## src/rtl/memory_stage_pkg.sv

```systemverilog
// Shared types for the MEM stage: pipeline payloads, data-bus request/response
// and the access-size helpers used by both the stage and its alignment unit.
package memory_stage_pkg;

   typedef logic [63:0] word_t;
   typedef logic [63:0] addr_t;
   typedef logic [7:0]  strobe_t;
   typedef logic [4:0]  creg_addr_t;
   typedef logic [31:0] instr_t;

   typedef enum logic [1:0] {
      MSIZE1 = 2'd0,
      MSIZE2 = 2'd1,
      MSIZE4 = 2'd2,
      MSIZE8 = 2'd3
   } msize_t;

   typedef struct packed {
      logic   memread;
      logic   memwrite;
      msize_t msize;
      logic   memsext;
   } control_t;

   typedef struct packed {
      word_t      aluout;
      word_t      memdata;
      creg_addr_t dst;
      control_t   ctl;
      instr_t     raw_instr;
   } execute_data_t;

   typedef struct packed {
      word_t      result;
      creg_addr_t dst;
      control_t   ctl;
      instr_t     raw_instr;
      logic       misalign;
   } memory_data_t;

   typedef struct packed {
      logic    valid;
      addr_t   addr;
      msize_t  size;
      strobe_t strobe;
      word_t   data;
   } dbus_req_t;

   typedef struct packed {
      logic  addr_ok;
      logic  data_ok;
      word_t data;
   } dbus_resp_t;

   // Byte-lane mask of an access before it is shifted to its lane.
   function automatic strobe_t size_mask(input msize_t size);
      case (size)
         MSIZE1:  return 8'h01;
         MSIZE2:  return 8'h03;
         MSIZE4:  return 8'h0F;
         default: return 8'hFF;
      endcase
   endfunction

   function automatic logic is_misaligned(input logic [2:0] addr_lo, input msize_t size);
      case (size)
         MSIZE1:  return 1'b0;
         MSIZE2:  return addr_lo[0];
         MSIZE4:  return |addr_lo[1:0];
         default: return |addr_lo;
      endcase
   endfunction

endpackage

```

## src/rtl/memory_stage_memalign.sv

```systemverilog
// Combinational byte-lane alignment: store strobes and shifted store data,
// plus load extraction with sign/zero extension.
module memory_stage_memalign
   import memory_stage_pkg::*;
(
   input  logic [2:0] addr_lo,
   input  msize_t     size,
   input  logic       sext,
   input  word_t      store_data,
   input  word_t      load_data,
   output strobe_t    strobe,
   output word_t      store_shifted,
   output word_t      load_result
);

   word_t load_shifted;

   always_comb begin
      strobe        = size_mask(size) << addr_lo;
      store_shifted = store_data << {addr_lo, 3'b000};
      load_shifted  = load_data >> {addr_lo, 3'b000};
      case (size)
         MSIZE1:  load_result = {{56{sext & load_shifted[7]}},  load_shifted[7:0]};
         MSIZE2:  load_result = {{48{sext & load_shifted[15]}}, load_shifted[15:0]};
         MSIZE4:  load_result = {{32{sext & load_shifted[31]}}, load_shifted[31:0]};
         default: load_result = load_shifted;
      endcase
   end

endmodule

```

## src/rtl/memory_stage.sv

```systemverilog
// MEM pipeline stage: one instruction in flight, drives the data bus for
// loads/stores and hands a registered memory_data_t to writeback.
module memory_stage
   import memory_stage_pkg::*;
(
   input  logic          clk,
   input  logic          reset_n,
   input  logic          in_valid,
   output logic          in_ready,
   input  execute_data_t dataE,
   output logic          out_valid,
   input  logic          out_ready,
   output memory_data_t  dataM,
   output dbus_req_t     dreq,
   input  dbus_resp_t    dresp
);

   typedef enum logic [1:0] {IDLE, REQ, WAIT, DONE} state_t;

   state_t        state_q, state_d;
   execute_data_t inst_q, inst_d;
   memory_data_t  out_q, out_d;

   strobe_t st_strobe;
   word_t   st_data;
   word_t   ld_result;

   memory_stage_memalign u_memalign (
      .addr_lo       (inst_q.aluout[2:0]),
      .size          (inst_q.ctl.msize),
      .sext          (inst_q.ctl.memsext),
      .store_data    (inst_q.memdata),
      .load_data     (dresp.data),
      .strobe        (st_strobe),
      .store_shifted (st_data),
      .load_result   (ld_result)
   );

   always_comb begin
      state_d  = state_q;
      inst_d   = inst_q;
      out_d    = out_q;
      in_ready = (state_q == IDLE) || ((state_q == DONE) && out_ready);

      case (state_q)
         IDLE, DONE: begin
            if ((state_q == DONE) && out_ready) begin
               state_d = IDLE;
            end
            if (in_valid && in_ready) begin
               inst_d          = dataE;
               out_d.dst       = dataE.dst;
               out_d.ctl       = dataE.ctl;
               out_d.raw_instr = dataE.raw_instr;
               out_d.misalign  = 1'b0;
               out_d.result    = dataE.aluout;
               if (dataE.ctl.memread || dataE.ctl.memwrite) begin
                  out_d.result = '0;
                  // Misaligned accesses complete at once without touching the bus.
                  if (is_misaligned(dataE.aluout[2:0], dataE.ctl.msize)) begin
                     out_d.misalign = 1'b1;
                     state_d        = DONE;
                  end else begin
                     state_d = REQ;
                  end
               end else begin
                  state_d = DONE;
               end
            end
         end
         REQ, WAIT: begin
            if ((state_q == REQ) && dresp.addr_ok && !dresp.data_ok) begin
               state_d = WAIT;
            end
            if (dresp.data_ok && ((state_q == WAIT) || dresp.addr_ok)) begin
               state_d         = DONE;
               out_d.dst       = inst_q.dst;
               out_d.ctl       = inst_q.ctl;
               out_d.raw_instr = inst_q.raw_instr;
               out_d.misalign  = 1'b0;
               out_d.result    = inst_q.ctl.memwrite ? '0 : ld_result;
            end
         end
         default: state_d = IDLE;
      endcase
   end

   always_comb begin
      out_valid   = (state_q == DONE);
      dataM       = out_q;
      dreq.valid  = (state_q == REQ);
      dreq.addr   = inst_q.aluout;
      dreq.size   = inst_q.ctl.msize;
      dreq.strobe = inst_q.ctl.memwrite ? st_strobe : '0;
      dreq.data   = st_data;
   end

   always_ff @(posedge clk or negedge reset_n) begin
      if (!reset_n) begin
         state_q <= IDLE;
         inst_q  <= '0;
         out_q   <= '0;
      end else begin
         state_q <= state_d;
         inst_q  <= inst_d;
         out_q   <= out_d;
      end
   end

endmodule

```

## config.mk

```make
export PLATFORM = sky130hd
export DESIGN_NAME = memory_stage
export DESIGN_NICKNAME = d
export VERILOG_FILES = /design/src/rtl/memory_stage_pkg.sv /design/src/rtl/memory_stage_memalign.sv /design/src/rtl/memory_stage.sv
export SDC_FILE = /design/constraint.sdc
export NUM_CORES = 1
export LEC_CHECK = 0
export ABC_AREA = 1
export ABC_CLOCK_PERIOD_IN_PS = 5200
export CORE_MARGIN = 2
export CORE_UTILIZATION = 35
export DETAILED_ROUTE_END_ITERATION = 10
export GPL_ROUTABILITY_DRIVEN = 0
export PLACE_DENSITY = 0.65
export SLEW_MARGIN = 15
export SYNTH_ARGS = -nofsm -noshare
export SYNTH_HDL_FRONTEND = slang
export SYNTH_SLANG_ARGS = --single-unit
```

## constraint.sdc

```tcl
create_clock -name clk -period 5.2 [get_ports clk]
set_input_delay 1.04 -clock clk [delete_from_list [all_inputs] [get_ports clk]]
set_output_delay 1.04 -clock clk [all_outputs]
set_load 0.02 [all_outputs]
```

==> reports/qor.csv, run 1 <==
stage;metric;value;unit
drt;Final ANT Viol Nets;0;
sta;Final Skew;28.7;ps
cells_and_area;share of layout cells above drive strength 1;0.149;
worst_hold_path;hold path cells;2;
worst_hold_path;class of the worst hold path;flop to flop;
setup_path;WS Path Type;flop to output port;
drt;routed vias/inst;5.24;
setup_path;CP startpoint kind;flop;
cts;CTS resizes;0;
floorplanning;I/O pins;488;
cells_and_area;Core Util, Final;0.487;
logic_synthesis;proportion of synthesized area in mux cells;0.125;
floorplanning;Site Rows;77;
sta;RSZ-0062 raised after global routing;false;
logic_synthesis;Synth top area share;0.441;
cts;clk sink count;279;
power_and_ir_drop;maximum vdd drop;0.637;mV
placement;hpwl dp;43900;um
setup_path;crit path capture type;output port;
sta;Tcrit/Tclk final;0.871;
logic_synthesis;ys flop type;dfrtp_1;
sta;Setup-failing EPs final;0;
global_route;global router's overall resource usage;0.248;
logic_synthesis;Post-synth EDFFs;0;
logic_synthesis;Synth Net Count;2081;
run;max_cap viols;0;
logic_synthesis;count leader, synth;nand2_1;
global_route;grt met2 use;0.426;
sta;pin slew with the least headroom to its limit;1160;ps
global_route;vias in the first global route;14700;
global_route;largest net degree at the start of global routing;110;
logic_synthesis;list of most frequent post-synthesis cells;401 x nand2_1, 279 x dfrtp_1, 170 x nor2_1, 155 x mux2_2, 143 x a21oi_1;
setup_path;Worst R2R Setup Slack;2120;ps
logic_synthesis;simple-gate share of the synthesized area;0.195;
global_route;GR Layer Usage met1;0.294;
drt;Iter 0 DRT Violations;1226;
drt;post-detailed-routing wire length;59400;um
global_route;GRT met3 Usage;0.0550;
setup_path;Worst EP arrival;3490;ps
setup_path;slowest library cell on the worst path;clkdlybuf4s50_1;
drt;DR vias;14600;
power_and_ir_drop;Leak;0.00913;uW
cts;clock root buffer;clkbuf_16;
setup_path;max incr delay on CP;690;ps
setup_path;CP Max Fanout;25;
floorplanning;Core Area;0.0444;mm2
power_and_ir_drop;pwr dens;805;mW/mm2
setup_path;FF-to-FF End;dataM[106]$_DFFE_PN0P_;
logic_synthesis;library cells used by synthesis;34;
cells_and_area;design area;0.0216;mm2
floorplanning;Die H;217;um
cells_and_area;Nets;2419;
sta;Max Clk Rate;221;MHz
setup_path;Critical R2R Launch;dreq[75]$_DFFE_PN0P_;
cts;TritonCTS buffer count;34;
worst_hold_path;worst hold start;dataM[50]$_DFFE_PN0P_;
logic_synthesis;number of synthesis warnings;0;
cts;CTS tree;yes;
drt;Wirelength per Cell;21.2;um
cts;Worst-Skew Late Latency;560;ps
setup_path;Worst path top cell family by delay;buffers and inverters;
logic_synthesis;main combinational cell family by area after synthesis;simple AND/OR/NAND/NOR gates;
logic_synthesis;Compound-Gate Fraction of Synth Area;0.146;
logic_synthesis;adder-cell share of the synthesized area;0.00316;
logic_synthesis;synthesized flop and latch total;279;
setup_path;FF-to-FF path depth;11;
floorplanning;total die area;0.0469;mm2
worst_hold_path;Hold EP;dataM[50]$_DFFE_PN0P_;
cts;setup bufs post-CTS;0;
run_status;outcome;finished, final reports clean;
floorplanning;Die Wd;217;um
cts;H-tree Lvls;2;
logic_synthesis;Syn Std Cell Area;0.0158;mm2
logic_synthesis;Post-synth ARST share;1.00;
cells_and_area;Area Overhead vs Synth;36.7;%
setup_path;Buf/Inv on CP;2;
logic_synthesis;sequential fraction of the synthesis area;0.441;
cts;Max clock buf depth;3;
placement;Post-DP Area;0.0205;mm2
logic_synthesis;XOR/XNOR Fraction of Synth Area;0;
global_route;GR peak layer;met2;
cells_and_area;number of filler cells placed in the layout;4187;
setup_path;Worst EP required;4160;ps
sta;Tmin final;4530;ps
logic_synthesis;synth top area cells;dfrtp_1 44%, mux2_2 11%, nand2_1 9.5%, a21oi_1 4.5%, nor2_1 4.0%;
logic_synthesis;cell count after synthesis;1837;
sta;Final Hold Fails;0;
global_route;initial antenna violation count;11;
placement;IO Port Bufs;487;
cts;Reg clk slew, reported paths;60;ps
global_route;total grt overflow;0;
sta;setup_tns;0;ps
cts;cts hold-fix bufs;0;
sta;final slew viol count;0;
drt;drc violations;0;
sta;Rel. slew slack;0.217;
logic_synthesis;syn avg cell area;8.61;um2
global_route;global-route wire length before repair;89100;um
floorplanning;initial core utilization;0.356;
setup_path;critical-path cell list;clkinv_2 -> nor2_4 -> a21oi_1 -> o21ai_0 -> clkdlybuf4s50_1;
logic_synthesis;Synth area leader;dfrtp_1;
drt;number of iterations in the first detailed-routing pass;7;
## cells by family after synthesis
kind of cell               after synthesis
adders and majority gates                4
muxes                                  179
and+or+nand+nor                        717
buffers and inverters                  254
DFF                                    279
AOI/OAI and AO/OA                      404
## registers in the layout (all words and copies together), names as in the netlist
name,cells
state_q,2
dreq,66
dataM,107
inst_q,104
## through the flow
stage	hold WS, ps	instances	power (uW)	worst slack, ps
6_report	488	2796	17400	673
3_5_place_dp	479	2731	15000	1320
4_1_cts	493	2787	17500	691
2_1_floorplan	480	1837	11200	2390
3_3_place_gp	471	2731	14900	1350
5_1_grt	517	2792	18600	536
## how the worst max path moves through the flow
stage	from	endpoint	slack, ps	cells past startpoint
after floorplan	dreq[75]$_DFFE_PN0P_	dreq[40]	2390	6
after detailed placement	dreq[75]$_DFFE_PN0P_	dreq[50]	1320	5
after global placement	dreq[75]$_DFFE_PN0P_	dreq[54]	1350	5
after global routing	dreq[75]$_DFFE_PN0P_	dreq[50]	540	5
final	dreq[75]$_DFFE_PN0P_	dreq[50]	670	5
after CTS	dreq[75]$_DFFE_PN0P_	dreq[50]	690	5
## layout by cell type (no fill, tap or decap), types with 7 or more instances in the layout
cell,netlist,routed
a21oi_1,143,143
a21oi_2,31,31
a22oi_1,10,10
a31oi_1,42,42
buf_4,84,15
clkbuf_1,52,7
clkbuf_16,0,34
clkdlybuf4s50_1,0,486
dfrtp_1,279,276
diode_2,0,9
inv_1,41,40
mux2_2,155,155
mux2i_1,24,24
nand2_1,401,400
nand3_1,87,87
nand3_2,30,30
nor2_1,170,168
o211ai_1,21,21
o21ai_0,120,120
o21ai_1,21,21
o31ai_1,14,14
or2_2,18,18
## routing by layer
layer	vias to the layer above	part of all wire
met1	7054	0.39
met4	6	0.043
li1	6845	-
met2	602	0.49
met3	132	0.074
met5	-	0.00076
## worst register-to-register path: stages (launching register included)
cell      delay [ps]
dfrtp_2          650
clkinv_2         420
buf_12           330
nand3_1          260
nand3_1           80
nand2_1          210
nand2_2          150
nand2_2          130
inv_4             90
nand2_8          240
nand3_1          250
a21oi_1          190
## final cells by class
cell class	instances	area [um2]	share of cell area
diodes	9	22.5	0.00104
clock buffers	45	932	0.0431
clock inverters	11	184	0.00851
repair buffers	508	5110	0.236
inverters	48	191	0.00885
multi-input cells	1304	7450	0.345
flip-flops and latches	279	6990	0.323
well taps	592	741	0.0343
## power by group
group	leakage (uW)	internal, uW	switching [uW]	total [uW]
Sequential	0.00331	3360	784	4150
Clock	0.000540	1420	985	2410
Combinational	0.00528	4410	6450	10900
Total	0.00913	9200	8220	17400
Power figures use the tool's default switching activity.
==> run 2: changes to the inputs <==
--- a/config.mk
+++ b/config.mk
@@ -6,7 +6,7 @@
 export NUM_CORES = 1
 export LEC_CHECK = 0
 export ABC_AREA = 1
-export ABC_CLOCK_PERIOD_IN_PS = 5200
+export ABC_CLOCK_PERIOD_IN_PS = 5700
 export CORE_MARGIN = 2
 export CORE_UTILIZATION = 35
 export DETAILED_ROUTE_END_ITERATION = 10
==> constraint.sdc (replaced) <==
create_clock -name clk -period 5.7 [get_ports clk]
set_input_delay 1.14 -clock clk [delete_from_list [all_inputs] [get_ports clk]]
set_output_delay 1.14 -clock clk [all_outputs]
set_load 0.02 [all_outputs]
==> reports/qor.csv, run 2 (synthesis gave the netlist of run 1 again) <==
stage;metric;value;unit
sta;setup_tns;0;ps
drt;drc violations;0;
sta;Rel. slew slack;0.361;
run;max_cap viols;0;
power_and_ir_drop;maximum vdd drop;0.455;mV
setup_path;Worst R2R Setup Slack;2340;ps
setup_path;Worst EP arrival;3630;ps
drt;routed vias/inst;5.27;
floorplanning;initial core utilization;0.356;
cells_and_area;multi-input logic area;0.00745;mm2
setup_path;max incr delay on CP;850;ps
drt;Iter 0 DRT Violations;1254;
cells_and_area;Reg area;0.00699;mm2
cts;clock root buffer;clkbuf_16;
sta;Tmin final;4770;ps
drt;Wirelength per Cell;21.4;um
sta;Tcrit/Tclk final;0.836;
global_route;global-route wire length before repair;89800;um
cells_and_area;most frequent cells in the layout;486 x clkdlybuf4s50_1, 400 x nand2_1, 276 x dfrtp_1;
drt;post-detailed-routing wire length;59700;um
cells_and_area;design area;0.0215;mm2
global_route;largest net degree at the start of global routing;97;
global_route;total grt overflow;0;
setup_path;FF-to-FF path depth;11;
cts;H-tree Lvls;2;
run_status;outcome;finished, final reports clean;
setup_path;WS Path Type;flop to output port;
cells_and_area;count of non-filler cells in the finished layout;2797;
sta;Max Clk Rate;210;MHz
setup_path;Worst EP required;4560;ps
cells_and_area;most common cell after layout, fill and taps aside;clkdlybuf4s50_1;
sta;final slew viol count;0;
sta;Final Skew;26.2;ps
cells_and_area;share of layout cells above drive strength 1;0.149;
global_route;global router's overall resource usage;0.250;
floorplanning;total die area;0.0469;mm2
drt;DR vias;14700;
cts;Worst-Skew Late Latency;560;ps
placement;hpwl dp;43900;um
sta;Final Hold Fails;0;
sta;Setup-failing EPs final;0;
cts;Max clock buf depth;3;
setup_path;critical-path cell list;buf_4 -> mux2i_1 -> nand2_1 -> o21ai_0 -> o21ai_0 -> clkdlybuf4s50_1;
drt;Final ANT Viol Nets;0;
cts;Reg clk slew, reported paths;60;ps
worst_hold_path;class of the worst hold path;flop to flop;
setup_path;Critical Path End;dreq[60];
power_and_ir_drop;pwr dens;736;mW/mm2
global_route;initial antenna violation count;11;
setup_path;slowest library cell on the worst path;dfrtp_4;
setup_path;CP Max Fanout;69;
sta;pin slew with the least headroom to its limit;957;ps
cts;CTS resizes;0;
drt;number of iterations in the first detailed-routing pass;6;
cts;CTS tree;yes;
cells_and_area;number of filler cells placed in the layout;4235;
cts;setup bufs post-CTS;0;
floorplanning;Site Rows;77;
placement;IO Port Bufs;487;
floorplanning;Core Area;0.0444;mm2
floorplanning;Die H;217;um
cts;cts hold-fix bufs;0;
setup_path;crit path capture type;output port;
floorplanning;Die Wd;217;um
cts;clk sink count;279;
floorplanning;I/O pins;488;
cells_and_area;Area Overhead vs Synth;36.2;%
placement;placed cells;2729;
setup_path;most used cell along the critical path;o21ai_0;
sta;RSZ-0062 raised after global routing;false;
sta;Hold WS;489;ps
setup_path;CP startpoint kind;flop;
placement;Post-DP Area;0.0204;mm2
cells_and_area;Nets;2418;
cells_and_area;max reg flops;107;
setup_path;Critical R2R Launch;dreq[75]$_DFFE_PN0P_;
cts;TritonCTS buffer count;35;
setup_path;crit path from;dreq[74]$_DFFE_PN0P_;
global_route;vias in the first global route;14700;
power_and_ir_drop;Leak;0.00910;uW
setup_path;FF-to-FF End;dataM[106]$_DFFE_PN0P_;
[run 2: worst min path at each step]
stage	from	end	cells after the start
finish	dataM[0]$_DFFE_PN0P_	dataM[0]$_DFFE_PN0P_	2
global route	dreq[103]$_DFFE_PN0P_	dreq[103]$_DFFE_PN0P_	1
CTS	dataM[0]$_DFFE_PN0P_	dataM[0]$_DFFE_PN0P_	2
detailed placement	dataM[0]$_DFFE_PN0P_	dataM[0]$_DFFE_PN0P_	2
global placement	dataM[0]$_DFFE_PN0P_	dataM[0]$_DFFE_PN0P_	2
floorplan	inst_q[0]$_DFFE_PN0P_	inst_q[0]$_DFFE_PN0P_	1
[run 2: worst max-delay path, delay by kind of cell, from the launching register on]
family,cells,cell delay [ps]
AOI/OAI and AO/OA,2,470
buffers and inverters,2,1430
DFF,1,850
muxes,1,200
and+or+nand+nor,1,90
[run 2: metal layers]
layer / global-route usage / wire length, um
met5: 0 / 69
met4: 0.0895 / 1970
met3: 0.0644 / 4940
met2: 0.439 / 29900
met1: 0.293 / 22800
[run 2: area by class of cell]
type	count	area share
multi-input cells	1304	0.346
flip-flops and latches	279	0.324
repair buffers	506	0.234
clock buffers	51	0.0467
well taps	592	0.0344
inverters	48	0.00888
clock inverters	10	0.00482
diodes	7	0.000813
[run 2: stage by stage]
stage | util | setup slack, ps | power [uW]
after floorplan | - | 2790 | 10200
after global placement | 0.460 | 1560 | 13500
after global routing | 0.485 | 735 | 16900
final | 0.485 | 934 | 15900
after detailed placement | 0.460 | 1530 | 13700
after CTS | 0.485 | 921 | 16000
[run 2: report_power, final]
part           total [uW]  switching [uW]  internal, uW  leakage [uW]
combinational        9850            5850          4000       0.00525
sequential           3810             745          3070       0.00331
clock                2190             911          1280      0.000542
total               15900            7510          8340       0.00910
